===== src/rtl/input_conditioner_pkg.sv =====
// -----------------------------------------------------------------------------
// input_conditioner_pkg
// Shared constants and helpers for the input conditioner slice.
//   DEF_N_CH            default number of button/switch channels
//   DEF_SYNC_STAGES     default synchronizer depth
//   DEF_DEBOUNCE_CYCLES default stable-cycle count needed to accept a level
//   cnt_width()         width of a debounce counter able to hold DEBOUNCE_CYCLES
// -----------------------------------------------------------------------------
package input_conditioner_pkg;

    localparam int DEF_N_CH            = 5;
    localparam int DEF_SYNC_STAGES     = 2;
    localparam int DEF_DEBOUNCE_CYCLES = 1000000;

    // Counter width for a debounce count of 'cycles'. Never narrower than one
    // bit so that DEBOUNCE_CYCLES = 1 still yields a legal vector.
    function automatic int cnt_width(input int cycles);
        int w;
        if (cycles < 1) begin
            w = 1;
        end else begin
            w = $clog2(cycles + 1);
        end
        if (w < 1) begin
            w = 1;
        end
        return w;
    endfunction

endpackage : input_conditioner_pkg


===== src/rtl/input_conditioner_if.sv =====
// -----------------------------------------------------------------------------
// input_conditioner_if
// Bundles the per-channel button/switch signals of the input conditioner.
//   raw_in     [N_CH] asynchronous button/switch levels
//   toggle_clr        synchronous clear of every toggle-mode channel
//   level      [N_CH] conditioned level per channel
//   rise       [N_CH] one-cycle pulse on accepted 0->1 transition
//   fall       [N_CH] one-cycle pulse on accepted 1->0 transition
// Modports:
//   master - the side that owns the buttons and consumes conditioned levels
//   slave  - the conditioner itself
// -----------------------------------------------------------------------------
interface input_conditioner_if
    import input_conditioner_pkg::*;
#(
    parameter int N_CH = DEF_N_CH
);

    logic [N_CH-1:0] raw_in;
    logic            toggle_clr;
    logic [N_CH-1:0] level;
    logic [N_CH-1:0] rise;
    logic [N_CH-1:0] fall;

    modport master (
        output raw_in,
        output toggle_clr,
        input  level,
        input  rise,
        input  fall
    );

    modport slave (
        input  raw_in,
        input  toggle_clr,
        output level,
        output rise,
        output fall
    );

endinterface : input_conditioner_if


===== src/rtl/input_conditioner_debounce_ch.sv =====
// -----------------------------------------------------------------------------
// debounce_ch
// One conditioner channel: synchronizer chain, debounce counter, accepted
// (stable) level and registered edge pulses.
//   clock   system clock, rising edge
//   reset   asynchronous active-low reset
//   raw     asynchronous button/switch level
//   stable  debounced level
//   rise    one-cycle pulse in the cycle stable first shows 1
//   fall    one-cycle pulse in the cycle stable first shows 0
// Latency from the first edge that samples a clean change of raw to stable
// changing is SYNC_STAGES + DEBOUNCE_CYCLES edges.
// -----------------------------------------------------------------------------
module debounce_ch
    import input_conditioner_pkg::*;
#(
    parameter int SYNC_STAGES     = DEF_SYNC_STAGES,
    parameter int DEBOUNCE_CYCLES = DEF_DEBOUNCE_CYCLES
) (
    input  logic clock,
    input  logic reset,
    input  logic raw,
    output logic stable,
    output logic rise,
    output logic fall
);

    localparam int            CW      = cnt_width(DEBOUNCE_CYCLES);
    localparam logic [CW-1:0] CNT_MAX = CW'(DEBOUNCE_CYCLES - 1);

    logic [SYNC_STAGES-1:0] sync_reg;
    logic                   sync;

    logic [CW-1:0] cnt_reg;
    logic [CW-1:0] cnt_next;
    logic          stable_reg;
    logic          stable_next;
    logic          rise_reg;
    logic          rise_next;
    logic          fall_reg;
    logic          fall_next;

    // Synchronizer: bit 0 samples the asynchronous input, only the last
    // stage is used by the debounce logic.
    always_ff @(posedge clock or negedge reset) begin
        if (!reset) begin
            sync_reg <= '0;
        end else begin
            sync_reg <= {sync_reg[SYNC_STAGES-2:0], raw};
        end
    end

    assign sync = sync_reg[SYNC_STAGES-1];

    // The counter tracks how many consecutive edges sync has disagreed with
    // stable. Any agreement (including a bounce back) clears it, and the
    // counter never passes CNT_MAX because acceptance clears it on that edge.
    always_comb begin
        cnt_next    = cnt_reg;
        stable_next = stable_reg;
        rise_next   = 1'b0;
        fall_next   = 1'b0;
        if (sync == stable_reg) begin
            cnt_next = '0;
        end else if (cnt_reg == CNT_MAX) begin
            cnt_next    = '0;
            stable_next = sync;
            rise_next   = sync;
            fall_next   = ~sync;
        end else begin
            cnt_next = cnt_reg + 1'b1;
        end
    end

    always_ff @(posedge clock or negedge reset) begin
        if (!reset) begin
            cnt_reg    <= '0;
            stable_reg <= 1'b0;
            rise_reg   <= 1'b0;
            fall_reg   <= 1'b0;
        end else begin
            cnt_reg    <= cnt_next;
            stable_reg <= stable_next;
            rise_reg   <= rise_next;
            fall_reg   <= fall_next;
        end
    end

    assign stable = stable_reg;
    assign rise   = rise_reg;
    assign fall   = fall_reg;

endmodule : debounce_ch


===== src/rtl/input_conditioner.sv =====
// -----------------------------------------------------------------------------
// input_conditioner
// Synchronizes and debounces N_CH button/switch inputs and produces a
// conditioned level plus one-cycle rise/fall pulses per channel. Channels
// selected by TOGGLE_MASK present a toggle state on level instead of the
// debounced level: it flips once per accepted press and starts at 0.
//   clock  system clock, rising edge
//   reset  asynchronous active-low reset
//   bus    input_conditioner_if.slave
//            raw_in, toggle_clr  -> in
//            level, rise, fall   <- out
// -----------------------------------------------------------------------------
module input_conditioner
    import input_conditioner_pkg::*;
#(
    parameter int              N_CH            = DEF_N_CH,
    parameter int              SYNC_STAGES     = DEF_SYNC_STAGES,
    parameter int              DEBOUNCE_CYCLES = DEF_DEBOUNCE_CYCLES,
    parameter logic [N_CH-1:0] TOGGLE_MASK     = '0
) (
    input  logic                clock,
    input  logic                reset,
    input_conditioner_if.slave  bus
);

    logic [N_CH-1:0] stable;
    logic [N_CH-1:0] rise_w;
    logic [N_CH-1:0] fall_w;
    logic [N_CH-1:0] toggle_reg;
    logic [N_CH-1:0] toggle_next;
    logic [N_CH-1:0] level_w;

    generate
        for (genvar gi = 0; gi < N_CH; gi++) begin : g_ch
            debounce_ch #(
                .SYNC_STAGES     (SYNC_STAGES),
                .DEBOUNCE_CYCLES (DEBOUNCE_CYCLES)
            ) u_debounce (
                .clock  (clock),
                .reset  (reset),
                .raw    (bus.raw_in[gi]),
                .stable (stable[gi]),
                .rise   (rise_w[gi]),
                .fall   (fall_w[gi])
            );

            // Toggle state updates on the edge after a rise pulse; a clear
            // wins over a coincident rise. Channels outside TOGGLE_MASK keep
            // the flop but never select it, so it is pruned in synthesis.
            always_comb begin
                toggle_next[gi] = toggle_reg[gi];
                if (bus.toggle_clr) begin
                    toggle_next[gi] = 1'b0;
                end else if (rise_w[gi]) begin
                    toggle_next[gi] = ~toggle_reg[gi];
                end
            end

            always_ff @(posedge clock or negedge reset) begin
                if (!reset) begin
                    toggle_reg[gi] <= 1'b0;
                end else begin
                    toggle_reg[gi] <= toggle_next[gi];
                end
            end

            assign level_w[gi] = TOGGLE_MASK[gi] ? toggle_reg[gi] : stable[gi];
        end
    endgenerate

    assign bus.level = level_w;
    assign bus.rise  = rise_w;
    assign bus.fall  = fall_w;

endmodule : input_conditioner


===== src/flat_wrapper.sv =====
// flat-port wrapper written by rule: the top's interface ports become plain ports
module input_conditioner_flat import input_conditioner_pkg::*;
#(
    parameter int              N_CH            = DEF_N_CH,
    parameter int              SYNC_STAGES     = DEF_SYNC_STAGES,
    parameter int              DEBOUNCE_CYCLES = DEF_DEBOUNCE_CYCLES,
    parameter logic [N_CH-1:0] TOGGLE_MASK     = '0
)
  (clock, reset, bus_raw_in, bus_toggle_clr, bus_level, bus_rise, bus_fall);
  input_conditioner_if #(.N_CH(N_CH)) bus_i ();
  input  logic clock;
  input  logic reset;
  input wire logic [$bits(bus_i.raw_in)-1:0] bus_raw_in;
  input wire logic [$bits(bus_i.toggle_clr)-1:0] bus_toggle_clr;
  output wire logic [$bits(bus_i.level)-1:0] bus_level;
  output wire logic [$bits(bus_i.rise)-1:0] bus_rise;
  output wire logic [$bits(bus_i.fall)-1:0] bus_fall;
  assign bus_i.raw_in = bus_raw_in;
  assign bus_i.toggle_clr = bus_toggle_clr;
  assign bus_level = bus_i.level;
  assign bus_rise = bus_i.rise;
  assign bus_fall = bus_i.fall;
  input_conditioner #(.N_CH(N_CH), .SYNC_STAGES(SYNC_STAGES), .DEBOUNCE_CYCLES(DEBOUNCE_CYCLES), .TOGGLE_MASK(TOGGLE_MASK)) u_core (.clock(clock), .reset(reset), .bus(bus_i));
endmodule

===== config.mk =====
export PLATFORM = sky130hd
export DESIGN_NAME = input_conditioner_flat
export DESIGN_NICKNAME = d
export VERILOG_FILES = /design/src/rtl/input_conditioner_pkg.sv /design/src/rtl/input_conditioner_if.sv /design/src/rtl/input_conditioner_debounce_ch.sv /design/src/rtl/input_conditioner.sv /design/src/flat_wrapper.sv
export SDC_FILE = /design/constraint.sdc
export NUM_CORES = 1
export LEC_CHECK = 0
export CAP_MARGIN = 20
export CORE_MARGIN = 2
export CORE_UTILIZATION = 35
export CTS_CLUSTER_DIAMETER = 60
export DETAILED_ROUTE_END_ITERATION = 10
export SYNTH_ARGS = -nofsm -noshare
export SYNTH_HDL_FRONTEND = slang
export SYNTH_HIERARCHICAL = 1
export SYNTH_SLANG_ARGS = --single-unit
export TNS_END_PERCENT = 20

===== constraint.sdc =====
create_clock -name clock -period 1.85 [get_ports clock]
set_input_delay 0.185 -clock clock [delete_from_list [all_inputs] [get_ports clock]]
set_output_delay 0.185 -clock clock [all_outputs]
set_load 0.01 [all_outputs]

==> summary.txt, run 1 <==
Power and ir drop
  • Pwr Density: 839 nW/um^2
  • Overall Power: 6.92 mW
  • Peak VDD IR: 0.743 mV
  • Leakage power total: 3.36 nW

Placement
  • I/O Buffers: 21
  • Dpl hpwl: 8320 um
  • Dpl cells: 895
  • Worst slack at placement: -205 ps
  • Routability cong.: 0.789

Global route
  • Total grt overflow: 0
  • First-pass GRT wire length: 21600 um
  • Tot GR Track Use: 14.9%
  • Antenna violations before repair: 0
  • Largest net degree at the start of global routing: 56
  • Vias in the first global route: 4804

Timing
  • Setup violators final: 43
  • Setup ws final: -58.1 ps
  • Final hold vios: 0
  • Max-slew violations: 0
  • Max Clk Rate: 524 MHz
  • Fin Clk Skew: 6.17 ps
  • RSZ-0062 raised after global routing: true
  • Final min period: 1910 ps
  • Setup TNS: -1380 ps
  • Final Cycle Share: 103%
  • Slew headroom: 72.6%
  • Least-Margin Pin Slew: 410 ps

Yosys
  • Synth Flop Type: dfrtp_1
  • Combinational family with the most area after synthesis: simple AND/OR/NAND/NOR gates
  • Synth warnings: 6
  • Post-synthesis mux area share: 0.959%
  • Yosys cell types: 29
  • Cell count after synthesis: 580
  • XOR/XNOR Fraction of Synth Area: 8.21%
  • Fraction of the mapped netlist area in compound gates: 8.53%
  • Sequential area share after synthesis: 53.3%
  • Synth Register Bits: 125
  • Post-synth EDFFs: 0
  • Adder-Cell Fraction of Synth Area: 1.07%
  • Post-Synth Simple-Gate Area: 24.0%
  • Syn Nets: 593
  • Syn avg cell area: 10.1 um^2
  • Cell Area, Synth: 5870 um^2
  • Ys async rst share: 100%

Critical path
  • Critical path launch point type: flop
  • CP peak stage delay: 540 ps
  • Kind of critical path: reg2reg
  • CP arrival: 2210 ps
  • Worst path slowest cell: or4_4
  • Worst Path Required: 2160 ps
  • CP cell instances: or4_4 > nor4_4 > buf_4 > a31o_4 > clkbuf_16 > nor2_1
  • Worst path top cell family by delay: simple AND/OR/NAND/NOR gates
  • Critical Path Sink Type: flop
  • CP Max Fanout: 10
  • Number of buffers and inverters on the critical path: 2

Cells and area
  • # diodes: 0
  • Final-stage net count: 719
  • Area of all sequential standard cells: 3130 um^2
  • Share of layout cells above drive strength 1: 35.5%
  • Post-Layout Cell Count: 939
  • Multi-input gate area: 2840 um^2
  • Area delta synth->final: 40.6%
  • Max reg flops: 100
  • # fillers: 1459

Routing
  • Drt wl/cell: 13.5 um
  • Final routed DRC violation total: 0
  • Routed wl met2: 6490 um
  • Drt initial violations: 260
  • Vias: 4685
  • WL final: 12700 um
  • Metal3 WL: 345 um
  • WL met1: 5660 um
  • Top sig layer: met4
  • Drt pass-1 iters: 5
  • DRT antenna net count: 0
  • Vias per Instance: 4.99

Status
  • Failing checks: negative setup slack
  • Status: complete, but fails checks

Floorplanning
  • Row Count: 47
  • Starting density of the core: 35.6%
  • Die width: 133 um
  • CORE AREA: 16500 um^2
  • Die height: 133 um
  • Die area: 17800 um^2
  • # IOs: 23

Clocking
  • Cts bufs inserted: 17
  • H-tree depth: 4
  • CTS tree: built
  • Clock Path Buffers: 2
  • Clk_lat worst skew: 420 ps
  • Root Driver: clkbuf_16
  • Reg clk slew, reported paths: 60 ps
  • Sink Count: 125

Flow run
  • MaxCap Viol Count: 0

Min path
  • Worst min path class: in2reg
-- cell type report --
| type | instances | area share, % |
|---|---|---|
| well taps | 220 | 3.34 |
| repair buffers | 132 | 14.6 |
| inverters | 30 | 1.37 |
| flip-flops and latches | 125 | 38.0 |
| multi-input cells | 400 | 34.5 |
| clock buffers | 18 | 5.32 |
| clock inverters | 14 | 2.91 |
-- cell usage in the layout, fill, tap and decap left out, drive strengths merged, types with 6 or more instances in the layout --
| cell | instances |
|---|---|
| a21oi | 40 |
| buf | 108 |
| bufinv | 6 |
| clkbuf | 21 |
| clkdlybuf4s50 | 20 |
| dfrtp | 125 |
| inv | 31 |
| nand2 | 25 |
| nand3 | 45 |
| nand4 | 10 |
| nor2 | 65 |
| nor3 | 10 |
| nor3b | 10 |
| o21ai | 25 |
| o31ai | 15 |
| or3 | 25 |
| or4 | 40 |
| xnor2 | 30 |
| xor2 | 25 |
-- synth_stat cells, types with 15 or more instances --
cell type	instances	share of area [%]
xor2_1	25	3.7
nand3_1	40	3.4
nand2_1	25	1.6
buf_2	20	1.7
inv_1	30	1.9
or4_1	30	3.8
a21oi_1	35	3.0
dfrtp_1	125	53
o21ai_0	25	2.1
or3_2	15	1.9
o31ai_1	15	1.9
xnor2_1	30	4.5
nor2_1	65	4.2
-- per-stage QoR --
step	utilization [%]	hold slack [ps]	instance area, um^2
detailed placement	43.2	116	7120
finish	50.1	202	8250
global placement	43.2	102	7120
floorplan	-	-111	5960
CTS	48.5	183	7990
global route	50.1	176	8250
-- path summary, 6_finish.rpt --
kind	startpoint	to	slack [ps]	depth (start not counted)
min in group asynchronous	reset	u_core/g_ch[4].u_debounce/cnt_reg[17]	210	2
min	bus_raw_in[1]	u_core/g_ch[1].u_debounce/sync_reg[0]	200	1
max	u_core/g_ch[0].u_debounce/cnt_reg[13]	u_core/g_ch[0].u_debounce/cnt_reg[10]	-60	6
min reg2reg	u_core/g_ch[2].u_debounce/sync_reg[0]	u_core/g_ch[2].u_debounce/sync_reg[1]	350	0
max in group asynchronous	reset	u_core/g_ch[3].u_debounce/cnt_reg[1]	1030	3
max reg2reg	u_core/g_ch[0].u_debounce/cnt_reg[13]	u_core/g_ch[0].u_debounce/cnt_reg[10]	-60	6
-- power by group --
part           internal (mW)  total [mW]  switching, mW
logic                  0.149       0.303          0.154
registers               2.77        2.81         0.0383
clock network           2.56        3.80           1.24
-- kinds of logic after synthesis --
kind of cell,after synthesis
DFF,125
adders and majority gates,5
xor gates and xnor gates,55
and+or+nand+nor,250
muxes,5
AOI/OAI and AO/OA,85
buffers and inverters,55
-- timing repair --
item / in CTS / in global routing
resized for setup: 28 / 35
hold buffers: 1 / 0
endpoints found under the setup margin: 96 / 105
cloned: 1 / 4
hold endpoints to repair: 20 / 0
pin swaps: 13 / 13
setup buffers: 4 / 4
-- metal layers --
metal	up-vias	track usage [%]
met5	-	0
met4	0	5.73
met3	21	4.00
met2	64	25.5
met1	2303	17.9
li1	2297	-
No activity file was read; power rests on OpenSTA's default activity.
==> run 2, diff against run 1 <==
--- a/config.mk
+++ b/config.mk
@@ -8,10 +8,10 @@
 export CAP_MARGIN = 20
 export CORE_MARGIN = 2
 export CORE_UTILIZATION = 35
+export CTS_BUF_LIST = sky130_fd_sc_hd__clkbuf_8
 export CTS_CLUSTER_DIAMETER = 60
 export DETAILED_ROUTE_END_ITERATION = 10
 export SYNTH_ARGS = -nofsm -noshare
 export SYNTH_HDL_FRONTEND = slang
-export SYNTH_HIERARCHICAL = 1
 export SYNTH_SLANG_ARGS = --single-unit
 export TNS_END_PERCENT = 20
==> summary.txt, run 2 <==
Status
  • Status: completed

Floorplanning
  • CORE AREA: 16600 um^2
  • Die height: 134 um
  • Starting density of the core: 35.7%
  • Die width: 134 um
  • # IOs: 23
  • Row Count: 47
  • Die area: 18000 um^2

Timing
  • Setup ws final: 32.8 ps
  • Final Cycle Share: 98.2%
  • Final min period: 1820 ps
  • RSZ-0062 raised after global routing: true
  • Fin Clk Skew: 9.25 ps
  • Least-Margin Pin Slew: 370 ps
  • Max Clk Rate: 550 MHz
  • Setup violators final: 0
  • Max-slew violations: 0
  • Slew headroom: 75.0%
  • Min Hold Slack: 129 ps
  • Final hold vios: 0

Routing
  • WL final: 11300 um
  • Drt pass-1 iters: 4
  • Drt initial violations: 277
  • Final routed DRC violation total: 0
  • Drt wl/cell: 12.7 um
  • Vias per Instance: 4.98
  • DRT antenna net count: 0
  • Vias: 4436

Yosys
  • Yosys cell types: 45
  • Synth Register Bits: 125
  • Post-synth top cells: dfrtp_1, nor2_1, xnor2_1
  • Synth Flop Type: dfrtp_1
  • Cell Area, Synth: 5920 um^2
  • Main area contributors after synthesis: dfrtp_1, xnor2_1, nor2_1, xor2_1, nand3_1
  • Synth top area share: 52.9%
  • Sequential area share after synthesis: 52.9%
  • Ys async rst share: 100%
  • Syn avg cell area: 10.2 um^2
  • Top-count cell post-synth: dfrtp_1
  • Post-synth EDFFs: 0
  • Synth area leader: dfrtp_1
  • Syn Nets: 591
  • Synth warnings: 0
  • Cell count after synthesis: 578

Critical path
  • Kind of critical path: reg2reg
  • Critical path launch point type: flop
  • CP peak stage delay: 560 ps
  • CP cell instances: nand3_2 > or4b_4 > or3_4 > mux2_2
  • CP Max Fanout: 4
  • Critical Path Sink Type: flop
  • Worst path slowest cell: or4b_4
  • CP arrival: 2130 ps
  • Worst Path Required: 2170 ps

Cells and area
  • Final-stage net count: 671
  • Most frequent cells in the layout: dfrtp_1, nor2_1, buf_4, xnor2_1, nand3_1
  • Post-Layout Cell Count: 891
  • Area delta synth->final: 23.7%
  • # diodes: 0
  • Share of layout cells above drive strength 1: 20.7%
  • Max reg flops: 100
  • Most common cell after layout, fill and taps aside: dfrtp_1

Power and ir drop
  • Leakage power total: 2.95 nW
  • Pwr Density: 770 nW/um^2
  • Peak VDD IR: 0.523 mV

Global route
  • Total grt overflow: 0
  • First-pass GRT wire length: 19800 um
  • Vias in the first global route: 4407
  • Tot GR Track Use: 13.5%
  • Antenna violations before repair: 0
  • Largest net degree at the start of global routing: 68

Placement
  • Dpl hpwl: 7720 um
  • Worst slack at placement: -92.4 ps
  • Routability cong.: 0.805
  • Dpl cells: 854
  • I/O Buffers: 21

Flow run
  • MaxCap Viol Count: 0

Clocking
  • Reg clk slew, reported paths: 80 ps
  • Root Driver: clkbuf_8
  • Clk_lat worst skew: 440 ps
  • Clock Path Buffers: 2
  • H-tree depth: 4
  • Sink Count: 125
  • CTS tree: built
  • Cts bufs inserted: 17

Min path
  • Worst min path class: in2async
## run 2: changes by cell type in the layout (fill, tap and decap cells not counted), sizes merged, moves of 9 or more
| cell | change |
|---|---|
| nand3 | -10 |
| buf | -42 |
| inv | -15 |
| and3 | +9 |
| a21oi | -17 |
| xnor2 | +10 |
| or4 | -27 |
| nor4 | +11 |
| nor2 | +12 |
| o21ai | -10 |
| nand4 | +12 |
## run 2: cell type report
cell class	count	area, um^2
Clock buffer	18	248
Clock inverter	14	194
Fill cell	1577	9270
Inverter	14	52.6
Multi-Input combinational cell	413	2680
Sequential cell	125	3130
Tap cell	220	275
Timing Repair Buffer	87	742
## run 2: worst max-delay path: cells and delay by family (launching register included)
family / cells / cell delay (ps)
mux: 1 / 280
flops: 1 / 390
simple gates: 3 / 1030
## run 2: final timing paths
check / endpoint / cells after the start / start / slack, ps
worst max register to register: u_core.g_ch[1].u_debounce.stable / 4 / u_core.g_ch[1].u_debounce.cnt_reg[17] / 30
max in group asynchronous: u_core.g_ch[1].u_debounce.cnt_reg[9] / 3 / reset / 1100
worst min register to register: u_core.g_ch[3].u_debounce.sync_reg[1] / 0 / u_core.g_ch[3].u_debounce.sync_reg[0] / 350
min in group clock: u_core.g_ch[0].u_debounce.sync_reg[0] / 1 / bus_raw_in[0] / 180
worst max-delay path: u_core.g_ch[1].u_debounce.stable / 4 / u_core.g_ch[1].u_debounce.cnt_reg[17] / 30
worst min-delay path: u_core.g_ch[0].u_debounce.sync_reg[1] / 2 / reset / 130
## run 2: through the flow
stage	power [mW]	TNS, ps	util (%)	area [um^2]
floorplan	2.93	-7.21	-	5940
CTS	5.73	0	43.7	7240
global placement	3.07	-51.0	40.7	6740
finish	5.63	0	44.1	7320
detailed placement	3.08	-172	40.7	6740
global route	5.90	-79.2	44.1	7320
## run 2: routing by layer
metal	up-vias	wire [um]	GRT usage, %
li1	2202	-	-
met1	2191	5480	17.3
met2	37	5480	21.8
met3	6	259	3.85
met4	0	89	5.38
met5	-	0	0
## run 2: cells by family (layout without fill, tap and decap cells)
family	after synthesis	count (layout)	synth area share, %
AND/OR/NAND/NOR	277	277	25.0
adder cells (fa/ha/maj)	5	5	1.06
XOR/XNOR	68	68	10.1
multiplexers	7	7	1.29
flip-flops	125	125	52.9
buffers and inverters	40	133	3.66
AO/OA/AOI/OAI	56	56	6.05
## run 2: what timing repair did
item	4_1_cts	5_1_grt
setup buffers	2	2
endpoints found under the setup margin	10	45
endpoints found under the hold margin	125	0
hold buffers	1	0
resized for setup	8	15
pin swaps	0	4
## run 2: report_power, final
group | switching [mW] | total [mW] | internal (mW)
Clock | 1.10 | 2.60 | 1.50
Sequential | 0.0313 | 2.80 | 2.77
Combinational | 0.133 | 0.227 | 0.0946
Total | 1.26 | 5.63 | 4.37
